**config.mk**
```make
export PLATFORM = sky130hd
export DESIGN_NAME = bcd_time_counter
export DESIGN_NICKNAME = d
export VERILOG_FILES = /design/src/rtl/clock_pkg.sv /design/src/rtl/bcd_field.sv /design/src/rtl/bcd_time_counter.sv
export SDC_FILE = /design/constraint.sdc
export NUM_CORES = 1
export LEC_CHECK = 0
export CAP_MARGIN = 40
export CORE_UTILIZATION = 45
export CTS_CLUSTER_SIZE = 24
export DETAILED_ROUTE_END_ITERATION = 6
export PLACE_DENSITY = 0.74
export SYNTH_ARGS = -nofsm -noshare
export SYNTH_HDL_FRONTEND = slang
export SYNTH_SLANG_ARGS = --single-unit
```
**constraint.sdc**
```tcl
create_clock -name px_clk -period 4.3 [get_ports px_clk]
set_input_delay 0.86 -clock px_clk [delete_from_list [all_inputs] [get_ports px_clk]]
set_output_delay 0.86 -clock px_clk [all_outputs]
set_load 0.005 [all_outputs]
```
**src/rtl/clock_pkg.sv**
```systemverilog
// ---------------------------------------------------------------------------
// clock_pkg
// Shared constants for the VGA clock time keeper: BCD field widths, digit
// limits and the default prescaler ratio for the pixel clock. Also holds a
// helper that sizes the prescaler.
// ---------------------------------------------------------------------------
package clock_pkg;

    // Widths of the six BCD digit fields
    localparam int SEC_U_W = 4;
    localparam int SEC_D_W = 3;
    localparam int MIN_U_W = 4;
    localparam int MIN_D_W = 3;
    localparam int HRS_U_W = 4;
    localparam int HRS_D_W = 2;

    // Highest legal tens digit for minutes/seconds, highest 24-hour value
    localparam int MAX_TENS_MS = 5;
    localparam int MAX_HRS_24  = 23;

    // 31.5 MHz pixel clock (640x480 @ 72 Hz)
    localparam int DEFAULT_TICKS_PER_SEC = 31_500_000;

    // A ratio of 1 would give a zero-width counter; keep at least one bit.
    function automatic int presc_width(input int ticks);
        return (ticks > 1) ? $clog2(ticks) : 1;
    endfunction

endpackage

```
**src/rtl/bcd_field.sv**
```systemverilog
// ---------------------------------------------------------------------------
// bcd_field
// Two-digit BCD modulo counter used for the seconds, minutes and hours
// fields of the time keeper.
//
// Parameters:
//   UNITS_W, TENS_W  digit widths
//   MODULUS          field counts 00..MODULUS-1 (ignored when TWELVE_HOUR=1)
//   TWELVE_HOUR      1 = 12-hour sequence 12, 01 .. 11, 12 with reset at 12
//
// Ports:
//   px_clk      in   rising-edge clock
//   reset       in   synchronous, active-high; loads 00 (or 12 in 12-hour)
//   inc         in   advance the field by one this cycle
//   carry_src   in   the increment comes from the carry chain (not an adjust)
//   units       out  units digit
//   tens        out  tens digit
//   wrap_carry  out  combinational; field wraps this cycle due to carry_src
// ---------------------------------------------------------------------------
module bcd_field
    import clock_pkg::*;
#(
    parameter int UNITS_W     = SEC_U_W,
    parameter int TENS_W      = SEC_D_W,
    parameter int MODULUS     = (MAX_TENS_MS + 1) * 10,
    parameter bit TWELVE_HOUR = 1'b0
) (
    input  logic               px_clk,
    input  logic               reset,
    input  logic               inc,
    input  logic               carry_src,
    output logic [UNITS_W-1:0] units,
    output logic [TENS_W-1:0]  tens,
    output logic               wrap_carry
);

    // The 12-hour field tops out at 12 and restarts at 01 rather than 00.
    localparam int TOP_VAL   = TWELVE_HOUR ? 12 : MODULUS - 1;
    localparam int WRAP_VAL  = TWELVE_HOUR ? 1  : 0;
    localparam int RESET_VAL = TWELVE_HOUR ? 12 : 0;

    localparam logic [UNITS_W-1:0] TOP_U   = UNITS_W'(TOP_VAL % 10);
    localparam logic [TENS_W-1:0]  TOP_T   = TENS_W'(TOP_VAL / 10);
    localparam logic [UNITS_W-1:0] WRAP_U  = UNITS_W'(WRAP_VAL % 10);
    localparam logic [TENS_W-1:0]  WRAP_T  = TENS_W'(WRAP_VAL / 10);
    localparam logic [UNITS_W-1:0] RESET_U = UNITS_W'(RESET_VAL % 10);
    localparam logic [TENS_W-1:0]  RESET_T = TENS_W'(RESET_VAL / 10);
    localparam logic [UNITS_W-1:0] NINE    = UNITS_W'(9);

    logic at_top;

    assign at_top     = (units == TOP_U) && (tens == TOP_T);
    // Only carry-driven wraps ripple upward; adjust pulses stay local.
    assign wrap_carry = inc && carry_src && at_top;

    // BCD increment: wrap at the top value, otherwise units 9 rolls into tens.
    always_ff @(posedge px_clk) begin
        if (reset) begin
            units <= RESET_U;
            tens  <= RESET_T;
        end else if (inc) begin
            if (at_top) begin
                units <= WRAP_U;
                tens  <= WRAP_T;
            end else if (units == NINE) begin
                units <= '0;
                tens  <= tens + TENS_W'(1);
            end else begin
                units <= units + UNITS_W'(1);
            end
        end
    end

endmodule

```
**src/rtl/bcd_time_counter.sv**
```systemverilog
// ---------------------------------------------------------------------------
// bcd_time_counter
// Time-of-day keeper for the VGA clock. Divides px_clk to a 1 Hz tick and
// keeps hh:mm:ss as six BCD digits feeding the digit/font render path.
//
// Build option: define TWELVE_HOUR_EN for 12-hour display (12, 01 .. 11,
// reset to 12:00:00). Undefined gives 24-hour time resetting to 00:00:00.
//
// Parameters:
//   TICKS_PER_SEC  px_clk cycles per second
//
// Ports:
//   px_clk         in   pixel clock, all state on rising edge
//   reset          in   synchronous, active-high; overrides everything
//   run            in   1 = prescaler counts, 0 = time frozen
//   adj_sec_pulse  in   seconds +1 without carry
//   adj_min_pulse  in   minutes +1 without carry
//   adj_hrs_pulse  in   hours +1
//   sec_u/sec_d    out  seconds digits
//   min_u/min_d    out  minutes digits
//   hrs_u/hrs_d    out  hours digits
//   sec_tick       out  high in the cycle a tick-driven update becomes visible
// ---------------------------------------------------------------------------
module bcd_time_counter
    import clock_pkg::*;
#(
    parameter int TICKS_PER_SEC = DEFAULT_TICKS_PER_SEC
) (
    input  logic               px_clk,
    input  logic               reset,
    input  logic               run,
    input  logic               adj_sec_pulse,
    input  logic               adj_min_pulse,
    input  logic               adj_hrs_pulse,
    output logic [SEC_U_W-1:0] sec_u,
    output logic [SEC_D_W-1:0] sec_d,
    output logic [MIN_U_W-1:0] min_u,
    output logic [MIN_D_W-1:0] min_d,
    output logic [HRS_U_W-1:0] hrs_u,
    output logic [HRS_D_W-1:0] hrs_d,
    output logic               sec_tick
);

    localparam int                 PRESC_W    = presc_width(TICKS_PER_SEC);
    localparam logic [PRESC_W-1:0] PRESC_LAST = PRESC_W'(TICKS_PER_SEC - 1);
    localparam int                 MS_MOD     = (MAX_TENS_MS + 1) * 10;
    localparam int                 HRS_MOD    = MAX_HRS_24 + 1;

`ifdef TWELVE_HOUR_EN
    localparam bit TWELVE_HOUR = 1'b1;
`else
    localparam bit TWELVE_HOUR = 1'b0;
`endif

    logic [PRESC_W-1:0] presc;
    logic               tick;
    logic               sec_carry;
    logic               min_carry;

    assign tick = run && (presc == PRESC_LAST);

    // Prescaler holds while stopped; adjust pulses never disturb it.
    always_ff @(posedge px_clk) begin
        if (reset) begin
            presc <= '0;
        end else if (run) begin
            presc <= tick ? '0 : presc + PRESC_W'(1);
        end
    end

    // Registered so it lines up with the digits the tick just updated.
    always_ff @(posedge px_clk) begin
        if (reset) begin
            sec_tick <= 1'b0;
        end else begin
            sec_tick <= tick;
        end
    end

    bcd_field #(
        .UNITS_W    (SEC_U_W),
        .TENS_W     (SEC_D_W),
        .MODULUS    (MS_MOD),
        .TWELVE_HOUR(1'b0)
    ) u_sec (
        .px_clk    (px_clk),
        .reset     (reset),
        .inc       (tick || adj_sec_pulse),
        .carry_src (tick),
        .units     (sec_u),
        .tens      (sec_d),
        .wrap_carry(sec_carry)
    );

    bcd_field #(
        .UNITS_W    (MIN_U_W),
        .TENS_W     (MIN_D_W),
        .MODULUS    (MS_MOD),
        .TWELVE_HOUR(1'b0)
    ) u_min (
        .px_clk    (px_clk),
        .reset     (reset),
        .inc       (sec_carry || adj_min_pulse),
        .carry_src (sec_carry),
        .units     (min_u),
        .tens      (min_d),
        .wrap_carry(min_carry)
    );

    // Day rollover has no consumer, so the hours carry is left open.
    bcd_field #(
        .UNITS_W    (HRS_U_W),
        .TENS_W     (HRS_D_W),
        .MODULUS    (HRS_MOD),
        .TWELVE_HOUR(TWELVE_HOUR)
    ) u_hrs (
        .px_clk    (px_clk),
        .reset     (reset),
        .inc       (min_carry || adj_hrs_pulse),
        .carry_src (min_carry),
        .units     (hrs_u),
        .tens      (hrs_d),
        .wrap_carry()
    );

endmodule
```
# Word level (Yosys, flattened, before mapping)
# Index checks and enable logic that the tools add are counted.
word_totals:
  elab_cells: 53
  register_bits: 46
  out_inout_bits: 21
  in_bits: 6
classes:
  addsub: 7
  reduce_logical: 17
  eq_ne: 8
  mux: 13
ops:
  columns: ["operator", "n"]
  rows:
  - ["25-bit by 1-bit adder with 25-bit output (second input constant)", 1]
  - ["25-bit == test (second input constant)", 1]
  - ["25-bit two-way mux", 1]
  - ["4-bit two-way mux", 6]
  - ["4-bit by 1-bit adder with 4-bit output (second input constant)", 3]
  - ["4-bit == test (second input constant)", 3]
  - ["3-bit two-way mux", 4]
  - ["1-bit logical AND", 8]
  - ["3-bit by 1-bit adder with 3-bit output (second input constant)", 2]
  - ["3-bit == test (second input constant)", 2]
  - ["2-bit AND reduction", 3]
  - ["2-bit nonzero test", 3]
  - ["4-bit by 2-bit == test with 1-bit output (second input constant)", 1]
  - ["2-bit two-way mux", 2]
  - ["1-bit logical OR", 3]
  - ["2-bit by 1-bit adder with 2-bit output (second input constant)", 1]
  - ["2-bit == test (second input constant)", 1]

# Longest topological paths before layout
# Gate-level depths: netlist (run 1).
logic_depth:
  depth_word: 10
  depth_mapped: 8
  ltp_nobuf: 7

# Modules after synthesis
# Synthesis (run 1) repeated with hierarchy kept, for this count alone.
hier_totals:
  hier_cells: 272
  hier_area_um2: 2396.0
modules_own_cells:
  columns: ["module", "cells_each", "seq_area_each_um2", "n_inst", "area_each_um2"]
  rows:
  - ["bcd_time_counter", 145, 520.5, 1, 1257.5]
  - ["bcd_field (u_min ...)", 41, 140.1, 2, 374.1]
  - ["bcd_field (u_hrs)", 45, 120.1, 1, 390.4]

# Worst setup path after synthesis (run 1)
# Ideal clock, no wire load.
synth_timing:
  path_type: "input port to flip-flop"
  from: "in run"
  to: "reg u_hrs.tens[1]"
  path_buffers: 2
  path_stages: 7
  slack_ps: 1857
  t_required_ps: 4183
  arrival_time_ps: 2326
  setup_ps: 117
  path_cell_list: "buf_2 > and4_2 > and4_2 > and4_2 > buf_2 > or2_2 > a32o_1"
synth_via:
  elab_chain_cells: 9
synth_rtl:
  columns: ["element", "line_no", "text"]
  rows:
  - ["from (decl)", "bcd_time_counter.sv:31", "input logic run,"]
  - ["1-bit logical AND *", "bcd_time_counter.sv:60", "assign tick = run && (presc == PRESC_LAST);"]
  - ["1-bit logical OR", "bcd_time_counter.sv:88", ".inc (tick || adj_sec_pulse),"]
  - ["1-bit logical AND * (2 in series)", "bcd_field.sv:54", "assign wrap_carry = inc && carry_src && at_top;"]
  - ["1-bit logical OR", "bcd_time_counter.sv:103", ".inc (sec_carry || adj_min_pulse),"]
  - ["1-bit logical AND * (2 in series)", "bcd_field.sv:54", null]
  - ["1-bit logical OR *", "bcd_time_counter.sv:119", ".inc (min_carry || adj_hrs_pulse),"]
  - ["2-bit AND reduction (no line) *", null, null]
  - ["to (signal assigned)", "bcd_field.sv:67", "tens <= tens + TENS_W'(1);"]
  - ["to (decl)", "bcd_field.sv:33", "output logic [TENS_W-1:0] tens,"]
# Every way passes the cells marked *; elsewhere a longest branch is shown, timed or not.
# A chain may end at the register's enable or synchronous reset.

# Worst setup path in the final report (run 1)
layout_timing:
  from: "in run"
  to: "reg presc[11]"
layout_via:
  elab_chain_cells: 2
layout_rtl:
  columns: ["element", "line_no", "text"]
  rows:
  - ["1-bit logical AND", "bcd_time_counter.sv:60", null]
  - ["25-bit two-way mux", "bcd_time_counter.sv:67", "presc <= tick ? '0 : presc + PRESC_W'(1);"]
  - ["to (signal assigned)", "bcd_time_counter.sv:67", null]
  - ["to (decl)", "bcd_time_counter.sv:55", "logic [PRESC_W-1:0] presc;"]
# Several ways; a longest one is shown, not always the timed one.

==> results of run 1 <==
==> final timing paths <==
check,slack (ns),from,endpoint,cells after the start
worst max-delay path,1.58,run,presc[11],6
worst min-delay path,0.50,presc[1],presc[1],2
worst max register to register,1.87,presc[9],u_min.units[1],5
worst min register to register,0.50,presc[1],presc[1],2
==> layout make-up <==
| class | count | share of cell area (%) |
|---|---|---|
| clock buffer | 6 | 2.880 |
| timing repair buffer | 27 | 9.337 |
| tap | 70 | 3.054 |
| sequential | 46 | 32.11 |
| multi-input combinational | 218 | 49.69 |
| clock inverter | 2 | 0.4363 |
| inverter | 19 | 2.487 |
==> flip-flops by register name, indices dropped and copies added (netlist names) <==
name	count
presc	25
sec_tick	1
u_hrs.tens	2
u_hrs.units	4
u_min.tens	3
u_min.units	4
u_sec.tens	3
u_sec.units	4
==> through the flow <==
step                      power (W)  worst slack, ns
after floorplan           0.0004796            1.857
after global placement    0.0005007            1.282
after CTS                 0.0007814            1.570
after detailed placement  0.0005014            1.251
final                     0.0007727            1.575
after global routing      0.0008085            1.406
==> cells by family after synthesis <==
| group | after synthesis | share of synthesized area (%) |
|---|---|---|
| and+or+nand+nor | 139 | 32.56 |
| DFF | 46 | 37.21 |
| AOI/OAI and AO/OA | 44 | 11.22 |
| buffers and inverters | 29 | 5.207 |
| xor gates and xnor gates | 23 | 8.139 |
| adders and majority gates | 7 | 3.539 |
| muxes | 5 | 2.123 |
==> cells in the mapped netlist (all sizes together) (4+ instances only) <==
library cell  number  area [um^2]
dfxtp             46        920.9
nor2              42        157.7
inv               19        71.32
nand2             19        71.32
xnor2             19        166.4
a21oi             15        78.83
nand3             13        65.06
o21ai             12        63.81
nor3              10        55.05
and4               8        75.07
ha                 7        87.58
nand4              7        43.79
or4                7        56.30
buf                6        33.78
nor2b              5        31.28
o31ai              5        37.54
nand4bb            4        45.04
nor4               4        40.04
or4b               4        43.79
xor2               4        35.03
==> power by group through the flow <==
stage	clock [W]	combinational, W	sequential (W)
2_1_floorplan	0	0.0000299	0.000450
3_3_place_gp	0	0.0000500	0.000451
3_5_place_dp	0	0.0000506	0.000451
4_1_cts	0.000290	0.0000507	0.000441
5_1_grt	0.000310	0.0000558	0.000442
6_report	0.000281	0.0000505	0.000441
==> cells in the final DEF, fill, tap and decap left out, types with 4 or more instances in the layout <==
cell type        netlist  layout
and4_1                 4       4
dfxtp_1               46      46
xor2_1                 4       4
ha_1                   7       7
o31ai_1                5       5
or4_1                  6       6
nor2b_1                5       5
and4_2                 4       4
clkdlybuf4s50_1        0      26
a21oi_1               14      14
o21ai_0               11      11
nand3_1               13      13
nor3_1                 9       9
nor2_1                42      42
inv_1                 19      19
nand2_1               19      19
clkbuf_8               0       6
nand4_1                7       7
nand4bb_1              4       4
xnor2_1               19      19
==> routing by layer <==
layer	vias to the layer above	wire, um
li1	1088	-
met5	-	0
met2	41	2292
met4	0	72
met3	6	140
met1	989	2487
==> worst min-delay path: stages, from the launching register on <==
cell	delay [ns]
dfxtp_1	0.33
nand2b_1	0.07
a21oi_1	0.06
==> impl_metrics.yaml, run 1 <==
power_and_ir_drop:
  p_leak_nw: 0.9273
  vdd_drop_max_v: 0.0002373
  p_int_w: 0.0005861
  pwr-share-seq_pct: 57.1
  p_switching_w: 0.0001866
  power_frac_clock_pct: 36.4
  powerDensity_nw_per_um2: 269.4
  combPwrFrac_pct: 6.5
  swShare_pct: 24.15
clock_tree:
  cts_sinks: 46
  ctsRootBufferMaster: "clkbuf_8"
  cts_tree: "yes"
  holdBufCountCts: 0
  cts_buffers: 5
  cts_htree_levels: 2
  clock_path_buffers: 2
  cts_resized: 0
  clk_pin_slew_ns: 0.09
  post_cts_buffers: 0
  clock_latency_ns: 0.30
synth:
  synth_seq_cells: 46
  synth.avg_cell_area_um2: 8.447
  seq_area_frac_synth_pct: 37.21
  synth_nets: 306
  synth_cell_types: 51
  synth-async-reset-ratio_pct: 0
  syn_inst: 293
  synth_edf_count: 0
  synthFlopType: "dfxtp_1"
  synth_area_um2: 2475
  yosysWarnings: 0
placement:
  placed_area_um2: 2773
  dp.final_hpwl_um: 3517
  placed_cells: 380
  gp_congestion: 0.7647
  io_buffer_count: 26
timing:
  hold_violations: 0
  timing.final.crit_share_pct: 63.37
  setup_tns_ns: 0
  period_needed_ns: 2.725
  slew_headroom_pct: 47.44
  rsz0062_at_grt: "false"
  final_max_slew_viol_count: 0
  skew_ns: 0.01308
  tightestPinTransition_ns: 0.7865
  fmax_ghz: 0.3670
  setup_violations: 0
  whs_ns: 0.5040
drt:
  dr_total_vias: 2124
  viasPerCell: 5.474
  avgRoutedWirePerCell_um: 12.87
  firstDrtPassIters: 4
  drc_errors: 0
  wl_um: 4992
  drtIter0Drc: 70
  antenna_left: 0
finish:
  diodes: 0
  drive_above_1_share_pct: 7.547
  multiInputGateArea_um2: 1425
  layout.cell_area.non_filler_um2: 2868
  fillCellCount: 502
  nets: 330
  fin_util_pct: 55.10
  finalNonFillerCells: 388
  ff_latch_area_um2: 920.9
  synthToLayoutAreaGrowth_pct: 15.87
critical_path:
  path_max_fanout: 23
  worstPathRequired_ns: 4.46
  critPathSlowestCell: "clkdlybuf4s50_1"
  crit_path_end_kind: "register"
  criticalPathCategory: "in -> reg"
  worstPathCellList: "clkdlybuf4s50_1 > and4_2 > and4_2 > nand2_1 > nand2_1 > nor2_1"
  critPathTopFamily: "simple AND/OR/NAND/NOR gates"
  start_kind: "input pin"
  cp.arrival_ns: 2.89
  crit_path_max_incr_delay_ns: 0.61
  crit_buf_inv: 1
grt:
  grt_busiest_layer: "met2"
  antenna_found_initial: 0
  grt.met2_usage_pct: 29.55
  grt_pass1_vias: 1897
  grt_usage_pct: 17.73
  gr-total-overflow: 0
  met3_usage_pct: 3.234
  use_met1_pct: 22.22
  grt_max_degree: 30
  grt_pass1_wl_um: 8459
run_status:
  status: "finished clean"
die:
  initial_utilization_pct: 47.55
  coreArea_um2: 5205
  die_area_um2: 5800
  dieHeight_um: 76.16
  io-pin-count: 27
  rows: 26
  die_w_um: 76.16
flow_run:
  maxCapViolCount: 0
min_path:
  min_path_type: "reg -> reg"
(Power assumes the default switching activity.)
==> run 2, diff against run 1 <==
==> constraint.sdc (replaced) <==
create_clock -name px_clk -period 2.7 [get_ports px_clk]
set_input_delay 0.54 -clock px_clk [delete_from_list [all_inputs] [get_ports px_clk]]
set_output_delay 0.54 -clock px_clk [all_outputs]
set_load 0.005 [all_outputs]
==> run 2 against run 1 <==
Effect of this change: routed wire length decreased by 0.62%; critical path depth decreased by 1; first-iteration DRC count increased by 8.6%; clock-buffer cell count increased by 1; critical path type is now reg -> reg; largest power group unchanged; highest routed layer unchanged.
==> impl_metrics.yaml, run 2 (synthesized netlist as in run 1, its figures left out) <==
run_status:
  status: "finished clean"
critical_path:
  rr_endpoint: "u_min.units[1]"
  path_max_fanout: 6
  start_kind: "register"
  rrSetupSlack_ns: 0.40
  reg2reg_depth: 5
  worstPathRequired_ns: 2.88
  r2r_start: "presc[18]"
  cp.arrival_ns: 2.49
  crit_path_end_kind: "register"
  criticalPathCategory: "reg -> reg"
min_path:
  holdCritStartpoint: "presc[1]"
  hold_depth: 2
  whs_endpoint: "presc[1]"
  min_path_type: "reg -> reg"
finish:
  largest_reg_flops: 25
  multiInputGateArea_um2: 1425
  synthToLayoutAreaGrowth_pct: 17.24
  layout_commonest_cell: "dfxtp_1"
  nets: 335
  finalNonFillerCells: 393
  ff_latch_area_um2: 920.9
  drive_above_1_share_pct: 8.669
  fillCellCount: 494
  regMostFlops: "presc"
  layout.cell_area.non_filler_um2: 2902
  diodes: 0
  mostFrequentLayoutCells: "46 x dfxtp_1, 42 x nor2_1, 26 x clkdlybuf4s50_1"
die:
  rows: 26
  dieHeight_um: 76.16
  coreArea_um2: 5205
  die_w_um: 76.16
  initial_utilization_pct: 47.55
  io-pin-count: 27
  die_area_um2: 5800
flow_run:
  maxCapViolCount: 0
placement:
  pre_cts_slack_ns: 0.1784
  dp.final_hpwl_um: 3510
  placed_cells: 385
  gp_congestion: 0.7660
  placed_area_um2: 2810
  io_buffer_count: 26
power_and_ir_drop:
  pwr-share-seq_pct: 57.4
  powerDensity_nw_per_um2: 421.3
  p_int_w: 0.0009362
  combPwrFrac_pct: 6.7
  p_leak_nw: 0.9530
  vdd_drop_max_v: 0.0002026
  p_switching_w: 0.0002863
  power_frac_clock_pct: 35.9
  swShare_pct: 23.42
timing:
  fmax_ghz: 0.4339
  final_max_slew_viol_count: 0
  skew_ns: 0.01326
  rsz0062_at_grt: "false"
  tightestPinTransition_ns: 0.5599
  setup_tns_ns: 0
  timing.final.ws_setup_ns: 0.3951
  timing.final.crit_share_pct: 85.37
  whs_ns: 0.4997
  period_needed_ns: 2.305
  slew_headroom_pct: 62.68
  setup_violations: 0
  hold_violations: 0
clock_tree:
  clock_latency_ns: 0.30
  holdBufCountCts: 0
  cts_sinks: 46
  clk_pin_slew_ns: 0.09
  cts_tree: "yes"
  clock_path_buffers: 2
  cts_buffers: 5
  cts_htree_levels: 2
  ctsRootBufferMaster: "clkbuf_8"
  post_cts_buffers: 0
  cts_resized: 0
grt:
  gr-total-overflow: 0
  antenna_found_initial: 0
  grt_usage_pct: 18.04
  grt_max_degree: 30
  grt_pass1_vias: 1985
  grt_pass1_wl_um: 8659
drt:
  avgRoutedWirePerCell_um: 12.62
  firstDrtPassIters: 4
  dr_total_vias: 2118
  drtIter0Drc: 76
  antenna_left: 0
  drc_errors: 0
  wl_um: 4961
  viasPerCell: 5.389
[run 2: final cells by class]
class / instances / area share, %
Tap cell: 70 / 3.019
Timing Repair Buffer: 32 / 10.52
Multi-Input combinational cell: 218 / 49.12
Inverter: 19 / 2.458
Clock buffer: 7 / 2.975
Sequential cell: 46 / 31.74
Clock inverter: 1 / 0.1725
[run 2: how the worst max path moves through the flow]
stage	startpoint	to	slack [ns]	cells after the start
floorplan	run	u_hrs.tens[1]	0.58	7
global placement	run	u_sec.tens[2]	0.25	6
detailed placement	run	u_sec.units[3]	0.18	6
CTS	presc[18]	u_min.units[1]	0.39	5
global route	presc[18]	u_min.units[1]	0.21	5
finish	presc[18]	u_min.units[1]	0.40	5
[run 2: critical path, cell delays in order, from the launching register on]
cell and delay (ns):
dfxtp_1 0.36, or4_1 0.58, nor4_1 0.38, nand3_1 0.25, a21boi_1 0.27, mux2_2 0.36
[run 2: through the flow]
stage          utilization, %   power, W
2_1_floorplan               -  0.0007638
3_3_place_gp            53.99  0.0007988
3_5_place_dp            53.99  0.0008004
4_1_cts                 55.75   0.001241
5_1_grt                 55.75   0.001275
6_report                55.75   0.001223
[run 2: power by group through the flow]
stage                     Combinational, W  Sequential, W  Clock, W
after floorplan                  0.0000476       0.000716         0
after global placement           0.0000813       0.000718         0
after detailed placement         0.0000822       0.000718         0
after CTS                        0.0000830       0.000702  0.000456
after global routing             0.0000921       0.000704  0.000479
final                            0.0000820       0.000702  0.000439
[run 2: layer usage]
| layer | part of all wire (%) | vias to the layer above | wire (um) | track usage, % |
|---|---|---|---|---|
| li1 | - | 1097 | - | - |
| met1 | 48 | 982 | 2377 | 21.74 |
| met2 | 48 | 31 | 2364 | 31.27 |
| met3 | 2.9 | 8 | 143 | 3.952 |
| met4 | 1.5 | 0 | 76 | 6.923 |
| met5 | 0 | - | 0 | 0 |
==> run 3, diff against run 2 <==
==> constraint.sdc (replaced) <==
create_clock -name px_clk -period 2.7 [get_ports px_clk]
set_input_delay 0.27 -clock px_clk [delete_from_list [all_inputs] [get_ports px_clk]]
set_output_delay 0.27 -clock px_clk [all_outputs]
set_load 0.005 [all_outputs]
==> run 3 against run 2 <==
Effect of this change: sequential share of layout area is 0.33 points higher; global-route usage is 0.15 points lower; flip-flop and latch count stayed put; maximum frequency is 2.5% lower; register-to-register slack worse by 0.06 ns; clock skew is 0.0039 ns lower; combinational power is 1% lower; die area stayed put; total power is 1.2% lower; utilization is 0.58 points lower; first-iteration DRC count is 30% higher; cell count is 1.0% lower; highest routed layer unchanged.
==> impl_metrics.yaml, run 3 (synthesized netlist as in run 1, its figures left out) <==
timing:
  period_needed_ns: 2.363
  slew_headroom_pct: 63.65
  setup_tns_ns: 0
  setup_violations: 0
  rsz0062_at_grt: "false"
  hold_violations: 0
  skew_ns: 0.009325
  final_max_slew_viol_count: 0
  tightestPinTransition_ns: 0.5452
  fmax_ghz: 0.4232
  timing.final.crit_share_pct: 87.51
  whs_ns: 0.4954
placement:
  placed_cells: 381
  io_buffer_count: 26
  dp.final_hpwl_um: 3519
  gp_congestion: 0.7908
drt:
  wl_um: 4795
  firstDrtPassIters: 4
  avgRoutedWirePerCell_um: 12.33
  drc_errors: 0
  drtIter0Drc: 99
  dr_total_vias: 2168
  viasPerCell: 5.573
  antenna_left: 0
finish:
  largest_reg_flops: 25
  multiInputGateArea_um2: 1425
  ff_latch_area_um2: 920.9
  diodes: 0
  regMostFlops: "presc"
  nets: 331
  layout_commonest_cell: "dfxtp_1"
  drive_above_1_share_pct: 7.524
  fillCellCount: 498
  fin_util_pct: 55.17
  synthToLayoutAreaGrowth_pct: 16.03
  mostFrequentLayoutCells: "46 x dfxtp_1, 42 x nor2_1, 26 x clkdlybuf4s50_1"
  finalNonFillerCells: 389
power_and_ir_drop:
  p_switching_w: 0.0002729
  p_leak_nw: 0.9331
  power_frac_clock_pct: 35.2
  powerDensity_nw_per_um2: 420.6
  combPwrFrac_pct: 6.7
  vdd_drop_max_v: 0.0002358
  swShare_pct: 22.60
  pwr-share-seq_pct: 58.1
  p_int_w: 0.0009348
grt:
  gr-total-overflow: 0
  grt_pass1_wl_um: 8638
  antenna_found_initial: 0
  grt_max_degree: 24
  grt_pass1_vias: 1952
  grt_usage_pct: 17.89
critical_path:
  start_kind: "register"
  crit_path_end_kind: "register"
  worstPathRequired_ns: 2.88
  r2r_start: "presc[9]"
  rr_endpoint: "u_min.units[1]"
  criticalPathCategory: "reg -> reg"
  rrSetupSlack_ns: 0.34
  path_max_fanout: 6
  cp.arrival_ns: 2.55
  reg2reg_depth: 5
die:
  die_w_um: 76.16
  die_area_um2: 5800
  dieHeight_um: 76.16
  io-pin-count: 27
  initial_utilization_pct: 47.55
  coreArea_um2: 5205
  rows: 26
clock_tree:
  holdBufCountCts: 0
  clock_latency_ns: 0.29
  cts_htree_levels: 2
  cts_tree: "yes"
  clock_path_buffers: 2
  ctsRootBufferMaster: "clkbuf_8"
  clk_pin_slew_ns: 0.08
  cts_resized: 0
  post_cts_buffers: 0
  cts_buffers: 5
  cts_sinks: 46
run_status:
  status: "finished clean"
min_path:
  min_path_type: "reg -> reg"
  whs_endpoint: "presc[1]"
  holdCritStartpoint: "presc[1]"
  hold_depth: 2
flow_run:
  maxCapViolCount: 0
==> run 3: through the flow <==
| step | setup slack, ns | total power, W | instance area, um^2 |
|---|---|---|---|
| after global routing | 0.2229 | 0.001266 | 2872 |
| after global placement | 0.3476 | 0.0007981 | 2780 |
| final | 0.3371 | 0.001208 | 2872 |
| after CTS | 0.3689 | 0.001224 | 2872 |
| after detailed placement | 0.2893 | 0.0007999 | 2780 |
| after floorplan | 0.6624 | 0.0007638 | 2475 |
==> run 3: per-layer routing <==
layer  wire length, um  vias up  global-route usage, %
li1                  -     1100                      -
met1              2220     1022                  22.54
met2              2344       42                  30.36
met3               179        4                  3.832
met4                51        0                  5.769
met5                 0        -                      0
==> run 3: critical path: stages, from the launching register on <==
cell      delay [ns]
dfxtp_1         0.42
or4bb_1         0.53
nor4_1          0.43
nand3_1         0.26
a21boi_1        0.26
mux2_2          0.36
==> run 3: cell type report <==
type | count | area share [%]
flip-flops and latches | 46 | 32.07
inverters | 19 | 2.484
multi-input cells | 218 | 49.63
clock buffers | 7 | 3.007
repair buffers | 28 | 9.586
clock inverters | 1 | 0.1743
well taps | 70 | 3.050
==> run 3: how the worst max path moves through the flow <==
stage                     slack [ns]  cells past startpoint     start             end
after floorplan                 0.66                      7  presc[0]   u_hrs.tens[1]
after global placement          0.35                      6       run       presc[24]
after detailed placement        0.29                      6       run       presc[24]
after CTS                       0.37                      5  presc[9]  u_min.units[1]
after global routing            0.22                      5  presc[9]  u_min.units[1]
final                           0.34                      5  presc[9]  u_min.units[1]
==> run 3: power by group through the flow <==
stage / logic [W] / clock network (W) / registers (W)
floorplan: 0.0000476 / 0 / 0.000716
global placement: 0.0000804 / 0 / 0.000718
detailed placement: 0.0000820 / 0 / 0.000718
CTS: 0.0000821 / 0.000440 / 0.000702
global route: 0.0000910 / 0.000470 / 0.000705
finish: 0.0000811 / 0.000425 / 0.000702
